### config.mk
export PLATFORM = sky130hd
export DESIGN_NAME = pipeline_hazard_controller
export DESIGN_NICKNAME = d
export VERILOG_FILES = /design/src/rtl/pipeline_hazard_controller_pkg.sv /design/src/rtl/pipeline_hazard_controller_scoreboard.sv /design/src/rtl/pipeline_hazard_controller.sv
export SDC_FILE = /design/constraint.sdc
export NUM_CORES = 1
export LEC_CHECK = 0
export CAP_MARGIN = 10
export CELL_PAD_IN_SITES_DETAIL_PLACEMENT = 1
export CELL_PAD_IN_SITES_GLOBAL_PLACEMENT = 2
export CORE_MARGIN = 2
export CORE_UTILIZATION = 36
export CTS_BUF_LIST = sky130_fd_sc_hd__clkbuf_4 sky130_fd_sc_hd__clkbuf_8
export CTS_CLUSTER_DIAMETER = 80
export DETAILED_ROUTE_END_ITERATION = 8
export DONT_BUFFER_PORTS = 1
export PLACE_DENSITY_LB_ADDON = 0.1
export SYNTH_ARGS = -nofsm -noshare
export SYNTH_HDL_FRONTEND = slang
export SYNTH_HIERARCHICAL = 1
export SYNTH_SLANG_ARGS = --single-unit
### constraint.sdc
create_clock -name clk -period 1.8 [get_ports clk]
set_input_delay 0.45 -clock clk [delete_from_list [all_inputs] [get_ports clk]]
set_output_delay 0.45 -clock clk [all_outputs]
set_load 0.02 [all_outputs]
### src/rtl/pipeline_hazard_controller_pkg.sv
`default_nettype none
// ============================================================================
// Module      : pipeline_hazard_controller_pkg
// Description : Shared types and constants for the pipeline hazard controller.
// Revision    : 1.0 - initial release
// ============================================================================
package pipeline_hazard_controller_pkg;

    typedef enum logic [1:0] {
        RUN      = 2'd0,
        MEM_WAIT = 2'd1,
        FAULT    = 2'd2
    } hz_state_t;

    localparam logic [1:0] FWD_REG   = 2'b00;
    localparam logic [1:0] FWD_EXMEM = 2'b01;
    localparam logic [1:0] FWD_MEMWB = 2'b10;

    typedef struct packed {
        logic [4:0] rd;
        logic       regwrite;
        logic       memread;
    } sb_entry_t;

    // x0 never forwards; the younger (EX) producer wins over MEM.
    function automatic logic [1:0] fwd_select(
        input logic [4:0] rs,
        input sb_entry_t  ex,
        input sb_entry_t  mem
    );
        if (ex.regwrite && (ex.rd != 5'd0) && (rs == ex.rd)) begin
            return FWD_EXMEM;
        end
        if (mem.regwrite && (mem.rd != 5'd0) && (rs == mem.rd)) begin
            return FWD_MEMWB;
        end
        return FWD_REG;
    endfunction

endpackage
`default_nettype wire

### src/rtl/pipeline_hazard_controller_scoreboard.sv
`default_nettype none
// ============================================================================
// Module      : hazard_scoreboard
// Description : Three-stage shift of in-flight destination register info.
// Revision    : 1.0 - initial release
// ============================================================================
module hazard_scoreboard
    import pipeline_hazard_controller_pkg::*;
(
    input  logic      clk,
    input  logic      reset,
    input  sb_entry_t id_entry,
    input  logic      idex_enable,
    input  logic      idex_clear,
    input  logic      exmem_enable,
    input  logic      exmem_clear,
    input  logic      memwb_enable,
    input  logic      memwb_clear,
    output sb_entry_t ex_entry,
    output sb_entry_t mem_entry,
    output sb_entry_t wb_entry
);

    sb_entry_t r_ex;
    sb_entry_t r_mem;
    sb_entry_t r_wb;

    // A clear inserts a bubble even when the stage enable is high.
    always_ff @(posedge clk) begin
        if (reset) begin
            r_ex  <= '0;
            r_mem <= '0;
            r_wb  <= '0;
        end else begin
            if (idex_clear) begin
                r_ex <= '0;
            end else if (idex_enable) begin
                r_ex <= id_entry;
            end

            if (exmem_clear) begin
                r_mem <= '0;
            end else if (exmem_enable) begin
                r_mem <= r_ex;
            end

            if (memwb_clear) begin
                r_wb <= '0;
            end else if (memwb_enable) begin
                r_wb <= r_mem;
            end
        end
    end

    assign ex_entry  = r_ex;
    assign mem_entry = r_mem;
    assign wb_entry  = r_wb;

endmodule
`default_nettype wire

### src/rtl/pipeline_hazard_controller.sv
`default_nettype none
// ============================================================================
// Module      : pipeline_hazard_controller
// Description : Stall/flush/forward sequencer for the 5-stage pipeline.
// Revision    : 1.0 - initial release
// ============================================================================
module pipeline_hazard_controller
    import pipeline_hazard_controller_pkg::*;
#(
    parameter int MEM_TIMEOUT = 16,
    parameter int CNT_W       = 16
) (
    input  logic             clk,
    input  logic             reset,
    input  logic [4:0]       id_rs1,
    input  logic [4:0]       id_rs2,
    input  logic             id_uses_rs1,
    input  logic             id_uses_rs2,
    input  logic [4:0]       id_rd,
    input  logic             id_regwrite,
    input  logic             id_memread,
    input  logic             ex_branch_taken,
    input  logic             mem_req,
    input  logic             mem_ready,
    output logic             pc_enable,
    output logic             ifid_enable,
    output logic             idex_enable,
    output logic             exmem_enable,
    output logic             memwb_enable,
    output logic             ifid_clear,
    output logic             idex_clear,
    output logic             exmem_clear,
    output logic             memwb_clear,
    output logic [1:0]       forward_a,
    output logic [1:0]       forward_b,
    output logic             mem_fault,
    output logic [CNT_W-1:0] stall_cycles
);

    localparam int TMR_W = $clog2(MEM_TIMEOUT + 1);

    hz_state_t        r_state;
    hz_state_t        w_state_next;
    logic [TMR_W-1:0] r_timer;
    logic             r_mem_fault;
    logic [CNT_W-1:0] r_stall_cycles;
    logic [1:0]       r_fwd_a;
    logic [1:0]       r_fwd_b;

    sb_entry_t w_id_entry;
    sb_entry_t w_sb_ex;
    sb_entry_t w_sb_mem;
    sb_entry_t w_sb_wb;
    logic      w_load_use;
    logic      w_run_eval;
    logic      w_unused_wb;

    assign w_id_entry = '{rd: id_rd, regwrite: id_regwrite, memread: id_memread};

    hazard_scoreboard u_scoreboard (
        .clk          (clk),
        .reset        (reset),
        .id_entry     (w_id_entry),
        .idex_enable  (idex_enable),
        .idex_clear   (idex_clear),
        .exmem_enable (exmem_enable),
        .exmem_clear  (exmem_clear),
        .memwb_enable (memwb_enable),
        .memwb_clear  (memwb_clear),
        .ex_entry     (w_sb_ex),
        .mem_entry    (w_sb_mem),
        .wb_entry     (w_sb_wb)
    );

    // WB->ID hazards are resolved by the register file bypass.
    assign w_unused_wb = ^w_sb_wb;

    assign w_load_use = w_sb_ex.memread && w_sb_ex.regwrite && (w_sb_ex.rd != 5'd0) &&
                        ((id_uses_rs1 && (id_rs1 == w_sb_ex.rd)) ||
                         (id_uses_rs2 && (id_rs2 == w_sb_ex.rd)));

    always_comb begin
        w_state_next = r_state;
        w_run_eval   = 1'b0;
        pc_enable    = 1'b0;
        ifid_enable  = 1'b0;
        idex_enable  = 1'b0;
        exmem_enable = 1'b0;
        memwb_enable = 1'b0;
        ifid_clear   = 1'b0;
        idex_clear   = 1'b0;
        exmem_clear  = 1'b0;
        memwb_clear  = 1'b0;

        case (r_state)
            RUN: begin
                if (mem_req && !mem_ready) begin
                    w_state_next = MEM_WAIT;
                end else begin
                    w_run_eval = 1'b1;
                end
            end
            MEM_WAIT: begin
                if (mem_ready) begin
                    w_state_next = RUN;
                    w_run_eval   = 1'b1;
                end else if (r_timer == TMR_W'(MEM_TIMEOUT)) begin
                    w_state_next = FAULT;
                end
            end
            FAULT: begin
                w_state_next = FAULT;
            end
            default: begin
                w_state_next = RUN;
            end
        endcase

        if (w_run_eval) begin
            pc_enable    = 1'b1;
            ifid_enable  = 1'b1;
            idex_enable  = 1'b1;
            exmem_enable = 1'b1;
            memwb_enable = 1'b1;
            // A taken branch squashes the dependent instruction, so its load-use is moot.
            if (ex_branch_taken) begin
                ifid_clear = 1'b1;
                idex_clear = 1'b1;
            end else if (w_load_use) begin
                pc_enable   = 1'b0;
                ifid_enable = 1'b0;
                idex_clear  = 1'b1;
            end
        end
    end

    always_ff @(posedge clk) begin
        if (reset) begin
            r_state     <= RUN;
            r_timer     <= TMR_W'(1);
            r_mem_fault <= 1'b0;
        end else begin
            r_state <= w_state_next;
            if (r_state != MEM_WAIT) begin
                r_timer <= TMR_W'(1);
            end else if (r_timer != TMR_W'(MEM_TIMEOUT)) begin
                r_timer <= r_timer + 1'b1;
            end
            if ((r_state == MEM_WAIT) && (w_state_next == FAULT)) begin
                r_mem_fault <= 1'b1;
            end
        end
    end

    always_ff @(posedge clk) begin
        if (reset) begin
            r_fwd_a <= FWD_REG;
            r_fwd_b <= FWD_REG;
        end else if (idex_clear) begin
            r_fwd_a <= FWD_REG;
            r_fwd_b <= FWD_REG;
        end else if (idex_enable) begin
            r_fwd_a <= fwd_select(id_rs1, w_sb_ex, w_sb_mem);
            r_fwd_b <= fwd_select(id_rs2, w_sb_ex, w_sb_mem);
        end
    end

    always_ff @(posedge clk) begin
        if (reset) begin
            r_stall_cycles <= '0;
        end else if (!pc_enable && (r_stall_cycles != '1)) begin
            r_stall_cycles <= r_stall_cycles + 1'b1;
        end
    end

    assign forward_a    = r_fwd_a;
    assign forward_b    = r_fwd_b;
    assign mem_fault    = r_mem_fault;
    assign stall_cycles = r_stall_cycles;

endmodule
`default_nettype wire

=== After elaboration in Yosys (flattened, before gate mapping) ===
Index checks and enable logic that the tools add are counted.

* Bits in registers: 41
* Output and inout bits: 30

* $add $sub $neg: 2
* Eq/ne operators: 11
* Mux-type cells: 42
* Reductions and logical operators: 22

{| class="wikitable"
|+ Operator list
! cell !! number
|-
| 1-bit two-way mux || 29
|-
| 2-bit two-way mux || 11
|-
| 5-bit == test || 4
|-
| 16-bit by 1-bit adder with 16-bit output, second input constant || 1
|-
| 16-bit != test, second input constant || 1
|-
| 1-bit logical AND || 14
|-
| 5-bit nonzero test || 2
|-
| 2-bit case mux with 3 select lines || 1
|-
| 5-bit by 1-bit adder with 5-bit output, second input constant || 1
|-
| 5-bit == test, second input constant || 1
|-
| 5-bit != test, second input constant || 1
|-
| 2-bit == test, second input constant || 2
|-
| 2-bit OR reduction || 2
|-
| 2-bit by 1-bit == test with 1-bit output, second input constant || 1
|-
| 1-bit zero test || 2
|-
| 2-bit zero test || 1
|-
| 2-bit by 1-bit != test with 1-bit output, second input constant || 1
|-
| 1-bit case mux with 2 select lines || 1
|-
| 1-bit logical OR || 1
|}

=== Logic depth before layout (Yosys ltp) ===
Gate-level depths: netlist (run 1).

* Depth after elaboration: 15
* Mapped depth: 8

=== Cells and area by module ===
The synthesis (run 1) kept the hierarchy.

{| class="wikitable"
|+ By module, submodules not included
! module !! times used !! cells an instance !! area each (um2)
|-
| pipeline_hazard_controller || 1 || 208 || 1799.2
|-
| hazard_scoreboard || 1 || 72 || 770.7
|}

=== Worst setup path before layout (run 1) ===
No wires, ideal clock.

* Kind: register to register
* Start: register r_stall_cycles[0] (netlist: stall_cycles[0])
* End: register r_stall_cycles[9] (netlist: stall_cycles[9])
* Setup time: 123 ps
* Arrival time: 2003 ps
* Data required time: 1677 ps
* Setup slack: -326 ps
* Stages on the path, launching flop included: 8
* Period minus slack after synthesis: 2126 ps
* Path through: dfxtp_1 > ha_1 > nand4_1 > nor4_2 > or3_1 > nor4_1 > o2111ai_1 > mux2_1

* Cells in the longest elaborated chain, start to end: 2
* Elaborated cells between the ends (all ways): 3

{| class="wikitable"
|+ Ends and longest elaborated chain
! element !! RTL line !! text
|-
| start, declared || pipeline_hazard_controller.sv:46 || <nowiki>logic [CNT_W-1:0] r_stall_cycles;</nowiki>
|-
| start signal, assigned || pipeline_hazard_controller.sv:172 || <nowiki>r_stall_cycles <= r_stall_cycles + 1'b1;</nowiki>
|-
| branches (longest 2 deep; another with 16-bit by 1-bit adder with 16-bit output) || -- ||
|}

Several ways; the timed one is not identified.
A chain may end at the register's enable or synchronous reset.

=== Final worst setup path (run 1) ===
* Start: register u_scoreboard.r_ex (netlist bit u_scoreboard/ex_entry[3])
* End: output port idex_clear

* Cells in the longest elaborated chain, start to end: 7
* Elaborated cells between the ends (all ways): 11

{| class="wikitable"
|+ Ends and longest elaborated chain
! element !! RTL line !! text
|-
| start, declared || pipeline_hazard_controller_scoreboard.sv:24 || <nowiki>sb_entry_t r_ex;</nowiki>
|-
| start signal, assigned || pipeline_hazard_controller_scoreboard.sv:38 || <nowiki>r_ex <= id_entry;</nowiki>
|-
| 5-bit == test, on equally long branches || pipeline_hazard_controller.sv:79, pipeline_hazard_controller.sv:80 ||
|-
| 1-bit logical AND, on equally long branches || pipeline_hazard_controller.sv:79, pipeline_hazard_controller.sv:80 ||
|-
| 1-bit logical OR || pipeline_hazard_controller.sv:79 || <nowiki>((id_uses_rs1 && (id_rs1 == w_sb_ex.rd)) ||</nowiki>
|-
| 1-bit logical AND * || pipeline_hazard_controller.sv:78 || <nowiki>assign w_load_use = w_sb_ex.memread && w_sb_ex.regwrite && (w_sb_ex.rd != 5'd0) &&</nowiki>
|-
| 1-bit two-way mux * || pipeline_hazard_controller.sv:129 || <nowiki>end else if (w_load_use) begin</nowiki>
|-
| 1-bit two-way mux * || pipeline_hazard_controller.sv:126 || <nowiki>if (ex_branch_taken) begin</nowiki>
|-
| 1-bit two-way mux * || pipeline_hazard_controller.sv:119 || <nowiki>if (w_run_eval) begin</nowiki>
|-
| end, declared || pipeline_hazard_controller.sv:31 || <nowiki>output logic idex_clear,</nowiki>
|}

Every way passes the cells marked *; elsewhere a longest branch is shown, timed or not.

==> results of run 1 <==
## final cells by class
cell class / instances / area (sq um) / area share
multi-input combinational: 189 / 1520 / 0.481
sequential: 41 / 842 / 0.266
clock buffer: 6 / 76.3 / 0.0241
inverter: 12 / 50.0 / 0.0158
tap: 75 / 93.8 / 0.0297
clock inverter: 2 / 38.8 / 0.0123
timing repair buffer: 58 / 539 / 0.171
## timing repair
action                                 CTS  global route
pin swaps                               13             8
gates resized for setup                 33            16
setup buffers                           11             5
cloned                                   0             0
endpoints found under the hold margin    0             0
setup endpoints to repair               33            33
hold buffers                             0             0
## path summary, 6_finish.rpt
kind	from	end	slack, ps	cells after the start
hold / removal	reset	stall_cycles[3]	210	1
hold reg to reg	r_state[1]	r_state[1]	490	2
setup reg to reg	u_scoreboard/ex_entry[5]	forward_b[0]	-450	13
setup / recovery	u_scoreboard/ex_entry[3]	idex_clear	-450	5
## power groups by stage
stage	Combinational (mW)	Sequential [mW]	Clock, mW
3_5_place_dp	0.260	0.969	0
5_1_grt	0.362	0.951	0.827
4_1_cts	0.316	0.947	0.791
6_report	0.338	0.948	0.756
2_1_floorplan	0.185	0.974	0
3_3_place_gp	0.257	0.968	0
## flip-flops by register name, summed over array words and instances, names as in the netlist
signal / count
u_scoreboard/ex_entry: 7
r_timer: 5
forward_b: 2
forward_a: 2
u_scoreboard/mem_entry: 6
r_state: 2
stall_cycles: 16
mem_fault: 1
## stage by stage
stage | cells | setup slack, ps | setup TNS, ps | util
3_3_place_gp | 360 | -223 | -4620 | 0.449
5_1_grt | 383 | -505 | -9000 | 0.525
3_5_place_dp | 360 | -282 | -5230 | 0.449
6_report | 383 | -454 | -7070 | 0.525
2_1_floorplan | 255 | -199 | -1420 | -
4_1_cts | 378 | -424 | -6140 | 0.508
## layout by cell type (no fill, tap or decap), types with 3 or more instances in the layout
cell type,n
buf_12,5
or4_4,3
xnor2_1,6
or3_1,5
dfxtp_2,8
o31ai_1,3
xor2_1,13
a21oi_2,4
a21oi_1,12
xor2_2,4
nand2_1,9
nor2_1,26
nand3_1,9
o21ai_1,5
mux2i_1,16
clkbuf_8,5
and4_1,3
and3_1,3
dfxtp_4,3
nor3_1,8
buf_4,42
buf_6,11
or4_1,3
dfxtp_1,30
conb_1,3
inv_1,10
nand4_1,6
## metal layers
metal / global-route usage / vias up / share of wire
li1: - / 994 / -
met1: 0.258 / 992 / 0.47
met2: 0.318 / 41 / 0.48
met3: 0.0415 / 5 / 0.041
met4: 0.0352 / 0 / 0.0074
met5: 0 / - / 0
==> run summary, run 1 <==
Drt drc: 0
Crit. End Element: primary output
Psw: 0.514 mW
CP Buf/Inv Count: 1
Seq pwr share: 0.464
Cell Area, Placed: 2710 sq um
Row cnt: 28
Violated checks: negative setup slack
TritonCTS buffer count: 5
Final ANT Viol Nets: 0
Fin area: 3160 sq um
Yosys warns: 6
Clock sink count: 41
Fmax: 444 MHz
Maxcap violations: 0
Final Cycle Share: 1.25
CP required: 1350 ps
P_int: 1.53 mW
Status: finished with violations
Crit-path slowest cell: or4_4
Slew Limit Fails: 0
Antenna cells: 0
GRT Overall Usage: 0.191
Clock power share: 0.370
I/O Buffers: 0
Layout cells sized above 1: 0.380
Routed via count: 2032
Minimum clock period: 2250 ps
Total wire length: 6.58 mm
Area grow syn2layout: 38.8%
Crit path max-delay family: simple AND/OR/NAND/NOR gates
Final Hold Vio Count: 0
Max Root-Sink Buffers: 2
Starting density of the core: 0.378
PwrDens: 646 nW/um^2
CP max stage delay: 530 ps
H-Tree Level Count: 2
PnR worst setup slack: -454 ps
CTS Root Cell: clkbuf_8
Syn Area/Cell: 9.00 sq um
Final Skew: 11.4 ps
Reg clk slew, reported paths: 90 ps
Initial antenna violation count: 0
Maximum vdd drop: 0.000402 V
Unrepaired setup endpoints after global routing: true
Largest net degree at the start of global routing: 27
Post-Syn Instances: 253
Cell chain of the critical path: or4_4 -> o21a_4 -> a31oi_4 -> nor2_2 -> buf_12
WS Path Type: register to primary output
Starting DRT DRC Count: 65
GPL Wtd Cong: 0.816
Clk_lat worst skew: 290 ps
Worst-margin pin slew: 496 ps
CTS tree: done
Setup violators final: 30
Worst setup SP type: register
DRT Pass-1 Iters: 4
Nets: 334
PnR Total Power: 2.04 mW
Sw Share: 0.252
WHS: 213 ps
Die X: 83.5 microns
Avg WL per Cell: 17.2 microns
Filler cell count: 690
Combinational share of power: 0.165
Hold Crit Class: primary input to register
# IOs: 54
First-pass GRT wire length: 10.8 mm
Number of vias per cell: 5.31
CP Max Fanout: 5
Vias in the first global route: 2071
Full die area: 6980 sq um
Core area: 6030 sq um
Congestion Overflow GR: 0
Die height: 83.5 microns
Worst EP arrival: 1800 ps
P_leak: 1.30 nW
Synthesized area: 2280 sq um
Slew Limit Headroom: 0.665
Hpwl dp: 4.77 mm
Power figures use the tool's default switching activity.
==> run 2: changes to the inputs <==
Settings changed: CORE_MARGIN 2 to 5, MAX_ROUTING_LAYER set to met4, SLEW_MARGIN set to 20.
==> run 2 against run 1 <==
  * The flow still finishes with violations (negative setup slack)
  * Utilization is 2.8 points lower
  * Count of clock-buffer cells in the layout decreased by 1
  * Via count decreased by 1.1%
  * Flip-flop and latch count did not move
  * Clock skew shrank 6.5 ps
  * Global-route usage down 0.82 points
  * Largest cell class unchanged
  * Largest power group unchanged
==> run summary, run 2 (synthesized netlist as in run 1, its figures left out) <==
Minimum clock period: 2270 ps
# IOs: 54
Layout cells sized above 1: 0.373
Hpwl dp: 5.02 mm
Area occupied by multi-input gates: 1510 sq um
Filler cell count: 708
Max Root-Sink Buffers: 2
GRT Overall Usage: 0.183
Most common cell after layout, fill and taps aside: buf_4
Hold path depth: 1
WS Path Type: register to primary output
Final ANT Viol Nets: 0
WHS: 209 ps
Most frequent cells in the layout: buf_4 (52), dfxtp_1 (31), nor2_1 (23)
Starting density of the core: 0.365
Vias in the first global route: 2106
Crit. End Element: primary output
Core area: 6240 sq um
CTS Root Cell: clkbuf_8
Final Skew: 4.93 ps
Worst setup SP type: register
Final Cycle Share: 1.26
Hold Path Origin: reset
Die X: 89.5 microns
Worst EP arrival: 1820 ps
Clk_lat worst skew: 300 ps
Total wire length: 6.77 mm
Number of vias per cell: 5.22
I/O Buffers: 0
Maximum vdd drop: 0.000374 V
Nets: 334
CTS tree: done
CP required: 1350 ps
Crit path from: u_scoreboard/ex_entry[3]
Max reg flops: 16
Fin util: 0.497
Avg WL per Cell: 17.6 microns
Fmax: 441 MHz
Reg clk slew, reported paths: 80 ps
Clock sink count: 41
Fin area: 3100 sq um
Dpl ws: -252 ps
R2R Path Start: u_scoreboard/ex_entry[3]
Die height: 89.5 microns
GPL Wtd Cong: 0.812
CP Max Fanout: 5
TritonCTS buffer count: 5
Layout Cells excl Fill: 385
Starting DRT DRC Count: 44
Maxcap violations: 0
FF+latch area: 841 sq um
Status: finished with violations
Hold Crit Class: primary input to register
Initial antenna violation count: 0
DRT Pass-1 Iters: 4
Area grow syn2layout: 36.2%
PnR worst setup slack: -469 ps
Drt drc: 0
Antenna cells: 0
Unrepaired setup endpoints after global routing: true
Final Hold Vio Count: 0
Congestion Overflow GR: 0
H-Tree Level Count: 2
Placed Instances: 368
Row cnt: 29
Violated checks: negative setup slack
Routed via count: 2009
PwrDens: 692 nW/um^2
P_leak: 1.27 nW
Full die area: 8020 sq um
First-pass GRT wire length: 10.8 mm
Largest net degree at the start of global routing: 27
Setup violators final: 28
Cell Area, Placed: 2720 sq um
Slew Limit Fails: 0
Reg2reg path depth: 8
Reg2reg setup slack: -390 ps
run 2: worst paths after layout:
check / endpoint
hold reg to reg: u_scoreboard/mem_entry[1]
setup / recovery: idex_clear
hold / removal: stall_cycles[10]
setup reg to reg: stall_cycles[9]
run 2: report_power, final:
group          total [mW]  internal [mW]  switching (mW)
registers           0.947          0.924          0.0225
logic               0.311          0.152           0.159
clock network       0.889          0.551           0.338
total                2.15           1.63           0.519
run 2: layer usage:
layer	up-vias	GRT usage	share of wire	routed length, microns
li1	996	-	-	-
met1	964	0.203	0.41	2810
met2	42	0.314	0.50	3390
met3	7	0.0590	0.074	499
met4	0	0.0487	0.0099	67
met5	-	-	0	0
run 2: layout make-up:
class                           count  share of cell area
Inverter                           12              0.0161
Multi-Input combinational cell    189               0.488
Tap cell                           77              0.0311
Clock buffer                        5              0.0222
Timing Repair Buffer               58               0.150
Sequential cell                    41               0.271
Clock inverter                      3              0.0210
run 2: through the flow:
stage | power (mW) | setup TNS (ps)
floorplan | 1.16 | -1420
global placement | 1.23 | -4110
detailed placement | 1.23 | -4510
CTS | 2.16 | -5410
global route | 2.24 | -6860
finish | 2.15 | -4840
run 2: what timing repair did:
item,CTS,global route
hold buffers,0,0
setup buffers,8,2
pin swaps,15,16
gates cloned,0,0
gates resized for setup,28,16
endpoints found under the setup margin,31,31
run 2: worst max-delay path: stages (launching register included):
cell	delay (ps)
dfxtp_4	370
or4_4	530
o21a_4	240
a31oi_4	160
nor2_2	70
buf_4	160
==> run 3: changes to the inputs <==
Settings changed: CTS_CLUSTER_SIZE set to 30, TNS_END_PERCENT set to 100.
==> results of run 3 <==
No change in the layout: final DEF, timing and power equal those of run 2.
